`config.mk`:
```
export PLATFORM = sky130hd
export DESIGN_NAME = execute_stage
export DESIGN_NICKNAME = d
export VERILOG_FILES = /design/src/rtl/y86_pkg.sv /design/src/rtl/y86_alu.sv /design/src/rtl/execute_stage.sv
export SDC_FILE = /design/constraint.sdc
export NUM_CORES = 1
export LEC_CHECK = 0
export ABC_AREA = 0
export CORE_MARGIN = 3
export CORE_UTILIZATION = 35
export CTS_CLUSTER_SIZE = 8
export DETAILED_ROUTE_END_ITERATION = 8
export GPL_ROUTABILITY_DRIVEN = 1
export PLACE_DENSITY_LB_ADDON = 0.15
export SETUP_SLACK_MARGIN = 0.05
export SLEW_MARGIN = 40
export SYNTH_ARGS = -nofsm -noshare
export SYNTH_HDL_FRONTEND = slang
export SYNTH_SLANG_ARGS = --single-unit
```
`constraint.sdc`:
```
create_clock -name clk -period 8.8 [get_ports clk]
set_input_delay 1.32 -clock clk [delete_from_list [all_inputs] [get_ports clk]]
set_output_delay 1.32 -clock clk [all_outputs]
set_load 0.02 [all_outputs]
```
`src/rtl/y86_pkg.sv`:
```
// Shared Y86-64 encodings and the execute-register layout used by the execute stage.
package y86_pkg;

    localparam logic [3:0] IHalt   = 4'h0;
    localparam logic [3:0] INop    = 4'h1;
    localparam logic [3:0] IRrmovq = 4'h2;
    localparam logic [3:0] IIrmovq = 4'h3;
    localparam logic [3:0] IRmmovq = 4'h4;
    localparam logic [3:0] IMrmovq = 4'h5;
    localparam logic [3:0] IOpq    = 4'h6;
    localparam logic [3:0] IJxx    = 4'h7;
    localparam logic [3:0] ICall   = 4'h8;
    localparam logic [3:0] IRet    = 4'h9;
    localparam logic [3:0] IPushq  = 4'hA;
    localparam logic [3:0] IPopq   = 4'hB;

    localparam logic [2:0] SAok = 3'd1;
    localparam logic [2:0] SHlt = 3'd2;
    localparam logic [2:0] SAdr = 3'd3;
    localparam logic [2:0] SIns = 3'd4;

    localparam logic [3:0] AluAdd = 4'h0;
    localparam logic [3:0] AluSub = 4'h1;
    localparam logic [3:0] AluAnd = 4'h2;
    localparam logic [3:0] AluXor = 4'h3;

    localparam logic [3:0] CondYes = 4'h0;
    localparam logic [3:0] CondLe  = 4'h1;
    localparam logic [3:0] CondL   = 4'h2;
    localparam logic [3:0] CondE   = 4'h3;
    localparam logic [3:0] CondNe  = 4'h4;
    localparam logic [3:0] CondGe  = 4'h5;
    localparam logic [3:0] CondG   = 4'h6;

    localparam logic [3:0] RNONE = 4'hF;

    // Condition codes are ordered {ZF, SF, OF}.
    localparam logic [2:0] CcReset = 3'b100;

    typedef struct packed {
        logic [2:0]  stat;
        logic [3:0]  icode;
        logic [3:0]  ifun;
        logic [63:0] valc;
        logic [63:0] vala;
        logic [63:0] valb;
        logic [3:0]  dste;
        logic [3:0]  dstm;
        logic [3:0]  srca;
        logic [3:0]  srcb;
    } e_reg_t;

    localparam e_reg_t EBubble = '{
        stat:  SAok,
        icode: INop,
        ifun:  4'h0,
        valc:  64'h0,
        vala:  64'h0,
        valb:  64'h0,
        dste:  RNONE,
        dstm:  RNONE,
        srca:  RNONE,
        srcb:  RNONE
    };

    function automatic logic stat_blocks_cc(input logic [2:0] stat);
        return (stat == SAdr) || (stat == SIns) || (stat == SHlt);
    endfunction

    function automatic logic cond_eval(input logic [3:0] ifun, input logic [2:0] cc);
        logic zf, sf, of, lt, res;
        {zf, sf, of} = cc;
        lt = sf ^ of;
        case (ifun)
            CondYes: res = 1'b1;
            CondLe:  res = lt | zf;
            CondL:   res = lt;
            CondE:   res = zf;
            CondNe:  res = ~zf;
            CondGe:  res = ~lt;
            CondG:   res = ~lt & ~zf;
            default: res = 1'b0;
        endcase
        return res;
    endfunction

endpackage

```
`src/rtl/y86_alu.sv`:
```
// 64-bit Y86 ALU: computes B op A and the ZF/SF/OF flags for that result.
module y86_alu
    import y86_pkg::*;
(
    input  logic [63:0] i_a,
    input  logic [63:0] i_b,
    input  logic [3:0]  i_fun,
    output logic [63:0] o_r,
    output logic        o_zf,
    output logic        o_sf,
    output logic        o_of
);

    logic [63:0] w_sum;
    logic [63:0] w_diff;

    assign w_sum  = i_b + i_a;
    assign w_diff = i_b - i_a;

    always_comb begin
        o_r  = 64'h0;
        o_of = 1'b0;
        case (i_fun)
            AluAdd: begin
                o_r  = w_sum;
                o_of = (i_a[63] == i_b[63]) && (w_sum[63] != i_a[63]);
            end
            AluSub: begin
                o_r  = w_diff;
                o_of = (i_a[63] != i_b[63]) && (w_diff[63] != i_b[63]);
            end
            AluAnd:  o_r = i_b & i_a;
            AluXor:  o_r = i_b ^ i_a;
            default: o_r = 64'h0;
        endcase
    end

    assign o_zf = (o_r == 64'h0);
    assign o_sf = o_r[63];

endmodule

```
`src/rtl/execute_stage.sv`:
```
// Y86-64 execute stage: E pipeline register, operand selection, ALU, condition codes.
module execute_stage
    import y86_pkg::*;
(
    input  logic        clk,
    input  logic        rst,
    input  logic [2:0]  d_stat,
    input  logic [3:0]  d_icode,
    input  logic [3:0]  d_ifun,
    input  logic [63:0] d_valC,
    input  logic [63:0] d_valA,
    input  logic [63:0] d_valB,
    input  logic [3:0]  d_dstE,
    input  logic [3:0]  d_dstM,
    input  logic [3:0]  d_srcA,
    input  logic [3:0]  d_srcB,
    input  logic        E_bubble,
    input  logic [2:0]  m_stat,
    input  logic [2:0]  W_stat,
    output logic [2:0]  E_stat,
    output logic [3:0]  E_icode,
    output logic [3:0]  E_ifun,
    output logic [63:0] E_valC,
    output logic [63:0] E_valA,
    output logic [63:0] E_valB,
    output logic [3:0]  E_dstM,
    output logic [3:0]  E_srcA,
    output logic [3:0]  E_srcB,
    output logic [63:0] e_valE,
    output logic [3:0]  e_dstE,
    output logic        e_Cnd,
    output logic [2:0]  cc
);

    e_reg_t      r_e;
    logic [2:0]  r_cc;

    logic [63:0] w_alu_a;
    logic [63:0] w_alu_b;
    logic [3:0]  w_alu_fun;
    logic        w_zf;
    logic        w_sf;
    logic        w_of;
    logic        w_set_cc;
    logic        w_cnd;

    always_ff @(posedge clk) begin
        if (rst || E_bubble) begin
            r_e <= EBubble;
        end else begin
            r_e <= '{stat: d_stat, icode: d_icode, ifun: d_ifun, valc: d_valC, vala: d_valA,
                     valb: d_valB, dste: d_dstE, dstm: d_dstM, srca: d_srcA, srcb: d_srcB};
        end
    end

    // Flags come from the instruction already in E, so a bubble entering E does not block them.
    assign w_set_cc = (r_e.icode == IOpq) && !stat_blocks_cc(m_stat) && !stat_blocks_cc(W_stat);

    always_ff @(posedge clk) begin
        if (rst) begin
            r_cc <= CcReset;
        end else if (w_set_cc) begin
            r_cc <= {w_zf, w_sf, w_of};
        end
    end

    always_comb begin
        w_alu_a = 64'h0;
        w_alu_b = 64'h0;
        case (r_e.icode)
            IRrmovq, IOpq:             w_alu_a = r_e.vala;
            IIrmovq, IRmmovq, IMrmovq: w_alu_a = r_e.valc;
            ICall, IPushq:             w_alu_a = 64'hFFFF_FFFF_FFFF_FFF8;
            IRet, IPopq:               w_alu_a = 64'h8;
            default:                   w_alu_a = 64'h0;
        endcase
        case (r_e.icode)
            IRmmovq, IMrmovq, IOpq, ICall, IPushq, IRet, IPopq: w_alu_b = r_e.valb;
            default:                                            w_alu_b = 64'h0;
        endcase
    end

    assign w_alu_fun = (r_e.icode == IOpq) ? r_e.ifun : AluAdd;

    y86_alu u_alu (
        .i_a   (w_alu_a),
        .i_b   (w_alu_b),
        .i_fun (w_alu_fun),
        .o_r   (e_valE),
        .o_zf  (w_zf),
        .o_sf  (w_sf),
        .o_of  (w_of)
    );

    assign w_cnd  = cond_eval(r_e.ifun, r_cc);
    assign e_Cnd  = w_cnd;
    assign e_dstE = ((r_e.icode == IRrmovq) && !w_cnd) ? RNONE : r_e.dste;
    assign cc     = r_cc;

    assign E_stat  = r_e.stat;
    assign E_icode = r_e.icode;
    assign E_ifun  = r_e.ifun;
    assign E_valC  = r_e.valc;
    assign E_valA  = r_e.vala;
    assign E_valB  = r_e.valb;
    assign E_dstM  = r_e.dstm;
    assign E_srcA  = r_e.srca;
    assign E_srcB  = r_e.srcb;

endmodule

```
After elaboration in Yosys (flattened, before gate mapping):

Cells that the tools add are included.

* logic and storage cells: 76
* input port bits: 228
* output and inout port bits: 287
* register bits after elaboration: 222

* $add $sub $neg: 2
* eq/ne operators: 28
* reductions and logical operators: 21
* muxes and demuxes: 7
* bitwise gates (word level): 7

Operators with widths (number)
* $pmux 64 s4: 2
* $add 64x64->64: 1
* $and 64x64->64: 1
* $logic_not 64->1: 1
* $mux 64: 1
* $sub 64x64->64: 1
* $xor 64x64->64: 1
* $eq 4x2->1 const B: 6
* $eq 4x3->1 const B: 6
* $eq 4x4->1 const B: 4
* $eq 3x2->1 const B: 4
* $eq 4x1->1 const B: 2
* $logic_not 4->1: 2
* $mux 4: 2
* $pmux 1 s7: 1
* $reduce_or 7->1: 1
* $eq 3x3->1 const B: 2
* $reduce_or 2->1: 3
* $logic_and 1x1->1: 5
* $logic_or 1x1->1: 5
* $logic_not 1->1: 3
* $ne 1x1->1: 3
* $reduce_or 3->1: 1
* $not 1->1: 2
* 5 further kinds: 5

Logic depth before layout (Yosys ltp):

* depth in word-level cells: 7
* gate-level depth with buffers: 22
* mapped depth without buffers: 21

Cells and area by module:

Synthesis repeated with hierarchy kept, for this count alone.

* cell total of the unflattened synthesis: 2676
* area, all modules: 20384.6 um^2

Modules (own cells, without submodules)
* y86_alu: cells an instance 1793, times used 1, seq. area each 0.0 um^2, area an instance 11268.3 um^2
* execute_stage: cells an instance 883, times used 1, seq. area each 4444.3 um^2, area an instance 9116.2 um^2

Worst setup path after synthesis:

No wires, ideal clock.

* path kind: register to register
* start: reg r_e, in the netlist E_icode[2]
* end: reg r_cc[2] (netlist: cc[2])
* clock period less this slack: 7.172 ns
* slack: 1.628 ns
* arrival: 7.075 ns
* data required time: 8.703 ns
* stages on the path, launching flop included: 22
* buffers on the path: 1
* library setup time: 0.097 ns
* cells stage by stage: dfxtp_1 > mux2_2 > nor2_1 > clkbuf_1 > a22o_1 > ha_1 > inv_1 > fa_1 > a21o_1 > and4_1 > or3_1 > a221o_1 > or4b_1 > or4_1 > or4b_1 > or4_1 > nor4_2 > nand4_1 > or4_1 > or4_1 > or4b_1 > o41ai_2

* word-level cells in the longest chain between the ends: 6
* elaborated cells between the ends (all ways): 29
* classes of those cells: add/sub: 2; eq/ne: 12; mux: 4; bitwise: 2; reduce/logical: 9

RTL lines
* from (decl): line execute_stage.sv:35 `e_reg_t r_e;`
* from (signal assigned): line execute_stage.sv:49 `r_e <= EBubble;`
* from (signal assigned): line execute_stage.sv:51 `r_e <= '{stat: d_stat, icode: d_icode, ifun: d_ifun, valc: d_valC, vala: d_valA,`
* $eq 4x3->1, or another cell as far along: line execute_stage.sv:70, execute_stage.sv:77
* $reduce_or 3->1, or another cell as far along: line execute_stage.sv:70 `case (r_e.icode)`
* $pmux 64 s4 or $mux 64 (tied branches): line execute_stage.sv:70, execute_stage.sv:77
* $sub 64x64->64, or another cell as far along: line y86_alu.sv:18 `assign w_diff = i_b - i_a;`
* $pmux 64 s4 *: line y86_alu.sv:23 `case (i_fun)`
* via e_valE[4]: line execute_stage.sv:29 `output logic [63:0] e_valE,`
* $logic_not 64->1 *: line y86_alu.sv:38 `assign o_zf = (o_r == 64'h0);`
* to (signal assigned): line execute_stage.sv:61 `r_cc <= CcReset;`
* to (signal assigned): line execute_stage.sv:63 `r_cc <= {w_zf, w_sf, w_of};`
* to (decl): line execute_stage.sv:36 `logic [2:0] r_cc;`

The timed path passes the listed nets; every way through them passes the cells marked *.
A chain may end at the register's enable or synchronous reset.

Final worst setup path:

* start: reg r_e, in the netlist E_icode[0]
* end: out e_valE[63]

* word-level cells in the longest chain between the ends: 5
* elaborated cells between the ends (all ways): 26
* classes of those cells: add/sub: 2; eq/ne: 12; mux: 4; bitwise: 2; reduce/logical: 6

RTL lines (line)
* $eq 4x3->1, or another cell as far along: execute_stage.sv:70, execute_stage.sv:77
* $reduce_or 3->1, or another cell as far along: execute_stage.sv:70
* $pmux 64 s4 or $mux 64 (tied branches): execute_stage.sv:70, execute_stage.sv:77
* $sub 64x64->64, or another cell as far along: y86_alu.sv:18
* $pmux 64 s4 *: y86_alu.sv:23
* to (decl): execute_stage.sv:29

Mark *: on every way between the ends. The rest lies on a longest branch, timed or not.

==> flow_summary_export.csv <==
group,metric,value,unit
outcome,status,"finished clean",
power_and_ir_drop,cellLeakagePower,10.5,nW
floorplan,die_w,240,um
synthesis,yosys_warnings,0,
synthesis,ys_types,88,
clocking,cts_tree,"yes",
synthesis,yosysSeqAreaShare,0.231,
timing,fmax,0.119,GHz
synthesis,synthFlopType,"dfxtp_1",
power_and_ir_drop,power,3.22,mW
cells_and_area,nNetsFinal,3161,
grt,grt.total_usage,0.298,
critical_path,critical_path_class,"register to output pin",
route,postRouteAntennaNets,0,
timing,finalHoldViolCount,0,
critical_path,cp-end-kind,"output pin",
synthesis,synth_edf_count,0,
route,drc_errors,0,
clocking,cts_root_buf,"clkbuf_16",
power_and_ir_drop,p_per_area,131,nW/um^2
timing,timing.final.crit_share,0.957,
timing,finalClockSkew,0.0222,ns
synthesis,ys_ff_latch,222,
floorplan,dieHeight,240,um
timing,timing.setup.tns,0,ns
synthesis,netlist_top_cells_area,"dfxtp_1, ha_1, buf_4, and2_1, a21oi_1",
cells_and_area,nFillCells,5483,
clocking,path_clk_slew,0.05,ns
route,vias,20712,
timing,rsz0062_at_grt,"no",
synthesis,syn_avg_cell_area,7.53,um^2
timing,setup_violations,0,
grt,overflow,0,
synthesis,syn_inst,2553,
floorplan,start_util,0.356,
synthesis,synthesis.area,19200,um^2
cells_and_area,layout-drive-gt1-share,0.0524,
floorplan,core,54000,um^2
route,finalWirelength,89700,um
placement,place_congestion,1.03,
synthesis,yosys.area.top_type_share,0.231,
placement,place_area,23500,um^2
cells_and_area,register_area,4450,um^2
grt,grt_max_degree,100,
placement,io_buffers,514,
route,initialDrtViolationCount,2038,
grt,first_global_vias,19886,
route,firstDrtPassIters,6,
timing,tightest_slew,0.917,ns
grt,grt_antenna_before_repair,1,
synthesis,synthesis.nets,2918,
grt,grt_pass1_wl,130000,um
critical_path,worstPathRequired,7.48,ns
power_and_ir_drop,vdd_drop_max,0.103,mV
clocking,cts-buffers-inserted,35,
critical_path,arrival,7.10,ns
timing,max-slew-margin-rel,0.383,
clocking,cts-htree-levels,2,
critical_path,critical-path-max-stage-delay,0.65,ns
cells_and_area,postLayoutCellArea,24500,um^2
synthesis,async_flop_share,0,
clocking,clock_latency,0.55,ns
cells_and_area,multi_input_area,12200,um^2
cells_and_area,areaGrowthSynthToFinish,27.7,%
floorplan,die_area,57700,um^2
critical_path,startpoint_type,"register",
synthesis,synth_common_cells,"dfxtp_1, a21oi_1, buf_4",
floorplan,core.rowCount,85,
critical_path,crit_path_max_fanout,32,
placement,dp_hpwl,71200,um
critical_path,crit_path_top_delay_cell,"nor4_2",
route,wl_per_cell,25.6,um
timing,drv_slew,0,
clocking,cts_buffer_depth,3,
clocking,cts.sinks,222,
route,drt-vias-per-instance,5.92,
critical_path,crit_chain,"nand2_1 > mux2_2 > nor2_4 > buf_4 > a221oi_1 > ha_1 > nor4_1 > and4_1 > nand2_1 > nor4_2 > nor2_1 > o21ai_1 > a221oi_1 > o31ai_1 > a21oi_1 > a21boi_0 > buf_4 > clkdlybuf4s50_1",
worst_hold_path,worstHoldPathType,"register to register",
clocking,postCtsSetupRepairBufs,0,
run,maxCapViolCount,0,
timing,fin_crit,8.42,ns
clocking,post_cts_resized,0,
floorplan,io_pins,515,
synthesis,synth_top_cell_by_area,"dfxtp_1",
synthesis,post-synth-top-count-cell,"dfxtp_1",
clocking,hold_buffers,0,
critical_path,cp_top_family,"simple AND/OR/NAND/NOR gates",
critical_path,worst-path-buf-inv,3,
==> cell type report <==
type | count | area share
Clock buffer | 39 | 0.0371
Timing Repair Buffer | 565 | 0.226
Sequential cell | 222 | 0.181
Tap cell | 696 | 0.0355
Antenna cell | 1 | 0.000102
Multi-Input combinational cell | 1836 | 0.497
Clock inverter | 6 | 0.00281
Inverter | 136 | 0.0208
==> state kept, by name, summed over array words and instances, names as in the netlist <==
register	count
E_valA	64
E_srcB	4
r_e	4
E_valC	64
E_icode	4
E_srcA	4
E_valB	64
cc	3
E_stat	3
E_ifun	4
E_dstM	4
==> through the flow <==
stage	setup WS, ns	instances	utilization	hold WS, ns
2_1_floorplan	1.63	2553	-	0.613
3_3_place_gp	0.866	3452	0.435	0.557
3_5_place_dp	0.889	3453	0.435	0.552
4_1_cts	0.517	3498	0.453	0.558
5_1_grt	0.0770	3500	0.454	0.614
6_report	0.379	3501	0.454	0.555
==> routing by layer <==
layer | GRT usage | wire, um | up-vias
li1 | - | - | 9446
met1 | 0.402 | 38300 | 9954
met5 | 0 | 10 | -
met4 | 0.104 | 3330 | 2
met3 | 0.0570 | 7680 | 193
met2 | 0.475 | 40300 | 1117
==> worst min-delay path, delay by kind of cell (launching register included) <==
kind               cells  cell delay (ns)
DFF                    1             0.32
and+or+nand+nor        1             0.05
AOI/OAI and AO/OA      1             0.14
==> worst paths after layout <==
| check | from | endpoint | cells past startpoint | slack (ns) |
|---|---|---|---|---|
| max | E_icode[0] | e_valE[63] | 18 | 0.38 |
| min | cc[0] | cc[0] | 2 | 0.56 |
| max reg2reg | E_icode[0] | cc[2] | 20 | 0.79 |
| min reg2reg | cc[0] | cc[0] | 2 | 0.56 |
==> where the power goes <==
group	leakage, nW	switching (mW)	internal (mW)	total, mW
registers	1.82	0.0301	1.05	1.08
logic	8.16	0.523	0.386	0.910
clock network	0.480	0.480	0.754	1.23
==> placed cells by master (no fill, tap or decap), types with 12 or more instances in the layout <==
cell type,synthesis,final
nand2_1,164,164
nand3_1,54,53
a211oi_1,26,26
clkbuf_16,0,35
nor2_1,157,154
a211o_1,12,12
nor3_1,45,43
o21bai_1,20,20
nand4_1,32,32
o211ai_1,31,31
or3_1,31,31
nor4_1,36,32
nor2b_1,82,81
a221oi_1,73,73
o21ai_1,22,24
a31oi_1,20,20
o221ai_1,14,14
buf_4,217,48
and2_1,209,209
a21oi_1,218,217
xnor2_1,30,30
clkdlybuf4s50_1,0,514
o31ai_1,50,49
o21a_1,15,15
dfxtp_1,222,221
o21ai_0,96,94
nand2b_1,16,16
or4_1,15,15
ha_1,135,135
a21o_1,14,14
and3_1,15,15
o31a_1,13,13
inv_1,124,124
==> logic make-up (layout without fill, tap and decap cells) <==
family                     after synthesis  in the layout  share of synthesized area
xor gates and xnor gates                33             33                     0.0150
DFF                                    222            222                      0.231
other                                    0              1                          0
AOI/OAI and AO/OA                      754            754                      0.266
adders and majority gates              137            137                     0.0900
buffers and inverters                  495            746                      0.140
and+or+nand+nor                        895            895                      0.248
muxes                                   17             17                    0.00925
Note: power is estimated with default switching activity, not from simulation.
